==> src/rtl/fft_bin_streamer.sv <==
// Snapshots a parallel FFT result and streams it one bin per valid/ready beat.
// Optional magnitude estimate |re|+|im| is enabled by defining FFT_BIN_MAG_EN.
module fft_bin_streamer #(
    parameter  int N_BINS = 8,
    parameter  int DATA_W = 12,
    localparam int IDX_W  = $clog2(N_BINS)
) (
    input  logic                               clk,
    input  logic                               rst_n,
    input  logic                               fft_done,
    input  logic [0:N_BINS-1][DATA_W-1:0]      fft_re,
    input  logic [0:N_BINS-1][DATA_W-1:0]      fft_im,
    output logic                               bin_valid,
    input  logic                               bin_ready,
    output logic [DATA_W-1:0]                  bin_re,
    output logic [DATA_W-1:0]                  bin_im,
    output logic [IDX_W-1:0]                   bin_idx,
    output logic                               bin_last,
    output logic [DATA_W:0]                    bin_mag,
    output logic                               busy,
    output logic                               overrun
);

    localparam logic [IDX_W-1:0] LAST_IDX = IDX_W'(N_BINS - 1);

    typedef enum logic {
        S_IDLE,
        S_STREAM
    } state_t;

    state_t                           state_q, state_d;
    logic [IDX_W-1:0]                 idx_q, idx_d;
    logic                             last_q, last_d;
    logic                             overrun_q, overrun_d;
    logic [0:N_BINS-1][DATA_W-1:0]    shadow_re_q, shadow_re_d;
    logic [0:N_BINS-1][DATA_W-1:0]    shadow_im_q, shadow_im_d;
    logic                             xfer;
    logic                             capture;

    // A new frame is only taken in IDLE or on the very beat that retires the last bin.
    always_comb begin
        state_d     = state_q;
        idx_d       = idx_q;
        overrun_d   = overrun_q;
        shadow_re_d = shadow_re_q;
        shadow_im_d = shadow_im_q;
        capture     = 1'b0;
        xfer        = (state_q == S_STREAM) && bin_ready;

        case (state_q)
            S_IDLE: begin
                if (fft_done) begin
                    capture = 1'b1;
                    idx_d   = '0;
                    state_d = S_STREAM;
                end
            end
            S_STREAM: begin
                if (xfer && (idx_q == LAST_IDX)) begin
                    if (fft_done) begin
                        capture = 1'b1;
                        idx_d   = '0;
                    end else begin
                        state_d = S_IDLE;
                    end
                end else begin
                    if (xfer) begin
                        idx_d = idx_q + IDX_W'(1);
                    end
                    if (fft_done) begin
                        overrun_d = 1'b1;
                    end
                end
            end
            default: begin
                state_d = S_IDLE;
            end
        endcase

        if (capture) begin
            shadow_re_d = fft_re;
            shadow_im_d = fft_im;
        end

        last_d = (state_d == S_STREAM) && (idx_d == LAST_IDX);
    end

    always_ff @(posedge clk or negedge rst_n) begin
        if (!rst_n) begin
            state_q     <= S_IDLE;
            idx_q       <= '0;
            last_q      <= 1'b0;
            overrun_q   <= 1'b0;
            shadow_re_q <= '0;
            shadow_im_q <= '0;
        end else begin
            state_q     <= state_d;
            idx_q       <= idx_d;
            last_q      <= last_d;
            overrun_q   <= overrun_d;
            shadow_re_q <= shadow_re_d;
            shadow_im_q <= shadow_im_d;
        end
    end

    assign bin_valid = (state_q == S_STREAM);
    assign busy      = (state_q == S_STREAM);
    assign bin_idx   = idx_q;
    assign bin_last  = last_q;
    assign overrun   = overrun_q;
    assign bin_re    = shadow_re_q[idx_q];
    assign bin_im    = shadow_im_q[idx_q];

`ifdef FFT_BIN_MAG_EN
    logic [DATA_W-1:0] abs_re;
    logic [DATA_W-1:0] abs_im;

    // Two's-complement negate of the most negative value yields exactly 2^(DATA_W-1) unsigned.
    assign abs_re  = bin_re[DATA_W-1] ? (~bin_re + DATA_W'(1)) : bin_re;
    assign abs_im  = bin_im[DATA_W-1] ? (~bin_im + DATA_W'(1)) : bin_im;
    assign bin_mag = {1'b0, abs_re} + {1'b0, abs_im};
`else
    assign bin_mag = '0;
`endif

endmodule

==> config.mk <==
export PLATFORM = sky130hd
export DESIGN_NAME = fft_bin_streamer
export DESIGN_NICKNAME = d
export VERILOG_FILES = /design/src/rtl/fft_bin_streamer.sv
export SDC_FILE = /design/constraint.sdc
export NUM_CORES = 1
export LEC_CHECK = 0
export CORE_MARGIN = 5
export CORE_UTILIZATION = 50
export CTS_CLUSTER_SIZE = 10
export DETAILED_ROUTE_END_ITERATION = 10
export GPL_ROUTABILITY_DRIVEN = 0
export PLACE_DENSITY = 0.91
export SLEW_MARGIN = 25
export SYNTH_ARGS = -nofsm -noshare
export SYNTH_HDL_FRONTEND = slang
export SYNTH_SLANG_ARGS = --single-unit
==> constraint.sdc <==
create_clock -name clk -period 2.99 [get_ports clk]
set_input_delay 0.4485 -clock clk [delete_from_list [all_inputs] [get_ports clk]]
set_output_delay 0.4485 -clock clk [all_outputs]
set_load 0.1 [all_outputs]
==> Word level (Yosys, flattened, before mapping) <==
Index checks and enable logic that the tools add are counted.
W data, S select, Z words.
{ "op_classes": {"n_addsub": 1, "n_mul": 0, "div_mod_pow": 0, "n_lt_le_gt_ge": 1, "n_eq_ne": 2, "n_shift": 0, "muxes": 15, "bitwise_logic": 3, "n_reduce_logical": 4} }
{ "ops": {"columns": ["cell", "n"], "rows": [
  ["$bmux W12 S3", 2],
  ["$mux W12", 4],
  ["$mux W3", 3],
  ["$eq A3 B3 Y1 const B", 2],
  ["$pmux W3 S2", 1],
  ["$ge A4 B4 Y1 const B", 1],
  ["$not A3 Y4", 1],
  ["$pmux W1 S2", 2],
  ["$add A3 B1 Y3 const B", 1],
  ["$logic_and A1 B1 Y1", 3],
  ["$mux W1", 3],
  ["$reduce_and A3 Y1", 1],
  ["$not A1 Y1", 2]
]} }
{ "totals": {"reg_bits": 198, "latchBits": 0, "ram_bits": 0, "mem_bits_ro": 0, "inputBits": 196, "out_inout_bits": 44, "elab_cells": 46, "n_memories": 0} }

==> Longest topological paths before layout <==
{ "depth": {"word_depth": 6, "depth_mapped": 7, "mapped_depth_nobuf": 5} }

==> Least setup slack after synthesis <==
No wires, ideal clock.
{ "synth_timing": {"path_type": "register to output", "from": "register idx_q[0] (netlist: bin_idx[0])", "to": "output bin_im[10]", "t_arrival_ns": 2.633, "required_ns": 2.542, "setup_slack_ns": -0.092, "path_stages_with_launch": 7, "path_buffers": 3, "path_cell_list": "dfrtp_1 buf_2 buf_6 buf_6 mux4_2 nand2_1 nand2_1"} }
{ "synth_between": {"elab_chain_cells": 4} }
{ "synth_rtl": {"columns": ["item", "line_no", "text"], "rows": [
  ["start: declaration", "32", "logic [IDX_W-1:0] idx_q, idx_d;"],
  ["start signal: assignment", "98", "idx_q <= idx_d;"],
  ["$not A3 Y4 (not written as such)", "112", "assign bin_im = shadow_im_q[idx_q];"],
  ["$bmux W12 S3", "112", null],
  ["$mux W12 (not written as such) (2 in a row)", "112", null],
  ["end: declaration", "16", "output logic [DATA_W-1:0] bin_im,"]
]} }
No other way between the ends. The select of a mux whose other input is x is not followed.

==> Final worst setup path <==
{ "layout_timing": {"from": "register idx_q[1] (netlist: bin_idx[1])", "to": "output bin_re[0]"} }
{ "layout_between": {"elab_chain_cells": 4} }
{ "layout_rtl": {"columns": ["item", "line_no", "text"], "rows": [
  ["$not A3 Y4 (not written as such)", "111", "assign bin_re = shadow_re_q[idx_q];"],
  ["$bmux W12 S3", "111", null],
  ["$mux W12 (not written as such) (2 in a row)", "111", null],
  ["end: declaration", "15", "output logic [DATA_W-1:0] bin_re,"]
]} }
No other way between the ends. The select of a mux whose other input is x is not followed.

==> metrics.txt <==
# TYPE chip_impl_metric gauge
chip_impl_metric{name="final_period_minus_worst_setup_slack",unit="ns"} 2.758
chip_impl_metric{name="die_w",unit="microns"} 150.0
chip_impl_metric{name="drt.antenna.violating_nets",unit=""} 0
chip_impl_metric{name="area_of_the_multi_input_gates",unit="sq um"} 4267
chip_impl_metric{name="placementRows",unit=""} 51
chip_impl_metric{name="synth_area_per_cell",unit="sq um"} 16.71
chip_impl_metric{name="slew_headroom",unit="%"} 45.31
chip_impl_info{name="worst_r2r_startpoint",value="bin_idx[0]"} 1
chip_impl_metric{name="share_comb_of_total_power",unit="%"} 55.6
chip_impl_metric{name="ys_ff_latch",unit=""} 198
chip_impl_metric{name="viasPerCell",unit=""} 5.201
chip_impl_info{name="crit_path_from",value="bin_idx[1]"} 1
chip_impl_metric{name="worst_ir_drop_vdd",unit="mV"} 0.9432
chip_impl_metric{name="routedWlPerCell",unit="microns"} 21.80
chip_impl_metric{name="initial_drt_pass_iterations",unit=""} 4
chip_impl_metric{name="cts.sinks",unit=""} 198
chip_impl_metric{name="synthDistinctLibCells",unit=""} 28
chip_impl_metric{name="initial_core_util",unit="%"} 50.48
chip_impl_metric{name="synth-seq-area-share",unit="%"} 50.59
chip_impl_metric{name="worst_ep_arrival_time",unit="ns"} 2.31
chip_impl_metric{name="timing.final.max_slew_violations",unit=""} 0
chip_impl_metric{name="fillerInstances",unit=""} 1360
chip_impl_metric{name="part_of_the_total_power_dissipated_in_the_clock_network",unit="%"} 14.7
chip_impl_metric{name="synthCells",unit=""} 586
chip_impl_metric{name="static-leakage-power",unit="nW"} 6.071
chip_impl_metric{name="edff_count_synth",unit=""} 0
chip_impl_metric{name="holdWs",unit="ns"} 0.05016
chip_impl_info{name="hp-class",value="in2async"} 1
chip_impl_metric{name="achievable-frequency",unit="GHz"} 0.3626
chip_impl_metric{name="top_level_ports",unit=""} 240
chip_impl_metric{name="cts.path.max_buffers",unit=""} 2
chip_impl_metric{name="syn_to_final_growth",unit="%"} 31.51
chip_impl_metric{name="io_buffer_count",unit=""} 226
chip_impl_metric{name="layout_setup_ws",unit="ns"} 0.2322
chip_impl_info{name="timing.critical_path.to_type",value="output port"} 1
chip_impl_metric{name="max_slew.worst_pin.slew",unit="ns"} 0.8203
chip_impl_metric{name="cts_made_buffers",unit=""} 17
chip_impl_metric{name="clock-skew-final",unit="ns"} 0.009274
chip_impl_metric{name="postCtsHoldBufs",unit=""} 0
chip_impl_metric{name="detail_route.wirelength",unit="mm"} 23.64
chip_impl_metric{name="ratio_of_total_power_to_cell_area",unit="nW/um^2"} 1246
chip_impl_metric{name="report.final.setup_viol",unit=""} 0
chip_impl_metric{name="detailedRoute.firstIterationViolations",unit=""} 219
chip_impl_metric{name="cts.reportedPaths.clkPinSlew",unit="ns"} 0.07
chip_impl_metric{name="final_core_utilization",unit="%"} 66.39
chip_impl_metric{name="detail_route.drc_violations",unit=""} 0
chip_impl_metric{name="cell_internal_pwr",unit="W"} 0.009589
chip_impl_metric{name="area_of_all_sequential_standard_cells",unit="sq um"} 4960
chip_impl_metric{name="grt_pass1_vias",unit=""} 6452
chip_impl_info{name="run_status",value="finished, final reports clean"} 1
chip_impl_metric{name="floorplan.die_area",unit="sq um"} 22490
chip_impl_info{name="cts_root_buffer",value="sky130_fd_sc_hd__clkbuf_16"} 1
chip_impl_metric{name="setup_slack_after_placement",unit="ns"} 0.5231
chip_impl_info{name="dominant_cell_type_by_count_on_the_critical_path",value="sky130_fd_sc_hd__nand2_1"} 1
chip_impl_metric{name="post-route-period-util",unit="%"} 92.23
chip_impl_metric{name="timing.critical_path.slowest_cell_delay",unit="ns"} 0.65
chip_impl_info{name="start_kind",value="flop"} 1
chip_impl_metric{name="detailroute.via_count",unit=""} 5638
chip_impl_metric{name="clk-insertion-delay-late",unit="ns"} 0.42
chip_impl_info{name="path_delay_family",value="buffers and inverters"} 1
chip_impl_metric{name="grt.overflow.total",unit=""} 0
chip_impl_info{name="grt_setup_unrepaired",value="no"} 1
chip_impl_info{name="path_class",value="reg2out"} 1
chip_impl_metric{name="finish.net_count",unit=""} 1003
chip_impl_info{name="worst_path_max_delay_cell",value="sky130_fd_sc_hd__buf_4"} 1
chip_impl_metric{name="grt_pass1_wl",unit="mm"} 36.40
chip_impl_metric{name="cts_setup_buffers",unit=""} 0
chip_impl_metric{name="cap_viol_max_count",unit=""} 0
chip_impl_metric{name="tns",unit="ns"} 0
chip_impl_metric{name="power.net_switching",unit="W"} 0.006455
chip_impl_metric{name="ys_warn_count",unit=""} 0
chip_impl_info{name="clock_tree_from_tritoncts",value="built"} 1
chip_impl_metric{name="power_frac_seq",unit="%"} 29.6
chip_impl_metric{name="netlist_area",unit="sq um"} 9793
chip_impl_info{name="critical_path_cell_by_cell",value="buf_4 > mux4_2 > nand2_1 > nand2_1 > buf_12"} 1
chip_impl_metric{name="core",unit="sq um"} 19400
chip_impl_metric{name="critical_path_peak_fanout",unit=""} 52
chip_impl_metric{name="die_h",unit="microns"} 150.0
chip_impl_metric{name="crit_required",unit="ns"} 2.54
chip_impl_metric{name="power.share.switching",unit="%"} 40.23
chip_impl_metric{name="worstPathBufferInverterCount",unit=""} 2
chip_impl_metric{name="cts_resized",unit=""} 0
chip_impl_metric{name="hpwlAfterDp",unit="mm"} 17.10
chip_impl_metric{name="finalHoldViolCount",unit=""} 0
chip_impl_info{name="synth_ff_type",value="sky130_fd_sc_hd__dfrtp_1"} 1
chip_impl_metric{name="ctsHtreeMaxLevel",unit=""} 4
chip_impl_metric{name="layout-drive-gt1-share",unit="%"} 39.17
chip_impl_metric{name="antenna_found_initial",unit=""} 2
chip_impl_metric{name="synth_async_sr_flop_share",unit="%"} 100.0
chip_impl_metric{name="grt_max_degree",unit=""} 82
chip_impl_metric{name="grt_usage",unit="%"} 21.51
==> cell families after synthesis <==
logic type | Yosys count | share of synthesized area (%)
fa+ha+maj | 2 | 0.2555
mux | 241 | 38.78
compound gates | 11 | 0.8943
buf+inv | 56 | 6.299
flops | 198 | 50.59
simple gates | 77 | 3.143
other cells | 1 | 0.03829
==> placed cells by master, fill, tap and decap left out, drive strengths merged <==
master,Yosys,final
nand2b,2,2
mux2,192,192
ha,2,2
buf,45,45
a22o,2,2
mux2i,1,1
o22ai,1,1
o2bb2ai,1,1
a21boi,1,1
o21ai,1,1
clkinv,0,2
clkdlybuf4s50,0,194
dfrtp,198,198
a21o,2,2
mux4,48,48
nand3b,1,1
diode,0,2
clkbuf,7,22
conb,1,13
a211oi,1,1
bufinv,0,3
clkinvlp,0,3
o2111a,1,1
nand2,73,73
inv,4,6
a21oi,1,1
or2,1,1
==> worst reg2reg max path: cells and delay by family, from the launching register on <==
kind                       cells  cell delay, ns
and+or+nand+nor                1            0.33
AOI/OAI and AO/OA              1            0.24
buffers and inverters          1            0.43
muxes                          1            0.36
DFF                            1            0.50
adders and majority gates      2            0.47
==> flip-flops by register name, summed over array words and instances (netlist names) <==
signal	cells
bin_idx	3
bin_valid	1
overrun	1
bin_last	1
shadow_re_q	96
shadow_im_q	96
==> synthesized netlist by cell type (all sizes together) (2+ instances only) <==
cell type	count	area (sq um)
dfrtp	198	4955
ha	2	25.02
buf	45	575.6
nand2	73	274.0
nand2b	2	20.02
mux2	192	2706
clkbuf	7	26.28
inv	4	15.01
a21o	2	15.01
a22o	2	17.52
mux4	48	1081
==> cell type report <==
class                      count  area share [%]
clock buffer                  21           3.575
antenna                        2         0.03886
clock inverter                10           1.137
sequential                   198           38.51
multi-input combinational    344           33.13
inverter                       4          0.1166
tap                          265           2.575
timing repair buffer         240           20.92
==> power by group through the flow <==
stage                     Sequential [W]  Clock (W)  Combinational [W]
after floorplan                  0.00461          0            0.00622
after global placement           0.00465          0            0.00881
after detailed placement         0.00474          0            0.00895
after CTS                        0.00473    0.00241            0.00898
after global routing             0.00489    0.00252            0.00929
final                            0.00475    0.00237            0.00893
==> metrics by stage <==
stage	area, sq um	cells	power, W
2_1_floorplan	9839	598	0.01083
6_report	12880	1084	0.01604
3_5_place_dp	12270	1051	0.01369
5_1_grt	12880	1084	0.01670
3_3_place_gp	12270	1051	0.01346
4_1_cts	12870	1082	0.01612
==> per-layer routing <==
metal	wire length (microns)	global-route usage [%]	part of all wire, %
met1	9662	27.34	41
met2	11900	35.32	50
met3	978	3.907	4.1
met4	1094	11.21	4.6
met5	0	0	0
==> worst paths after layout <==
path,cells after the start,endpoint,slack [ns]
max,5,bin_re[0],0.23
min reg2reg,1,overrun,0.49
min in group clk,1,overrun,0.49
max in group asynchronous,2,shadow_re_q[45],2.13
max reg2reg,6,shadow_im_q[3],0.54
min,1,shadow_im_q[77],0.05
Note: power is estimated with default switching activity, not from simulation.
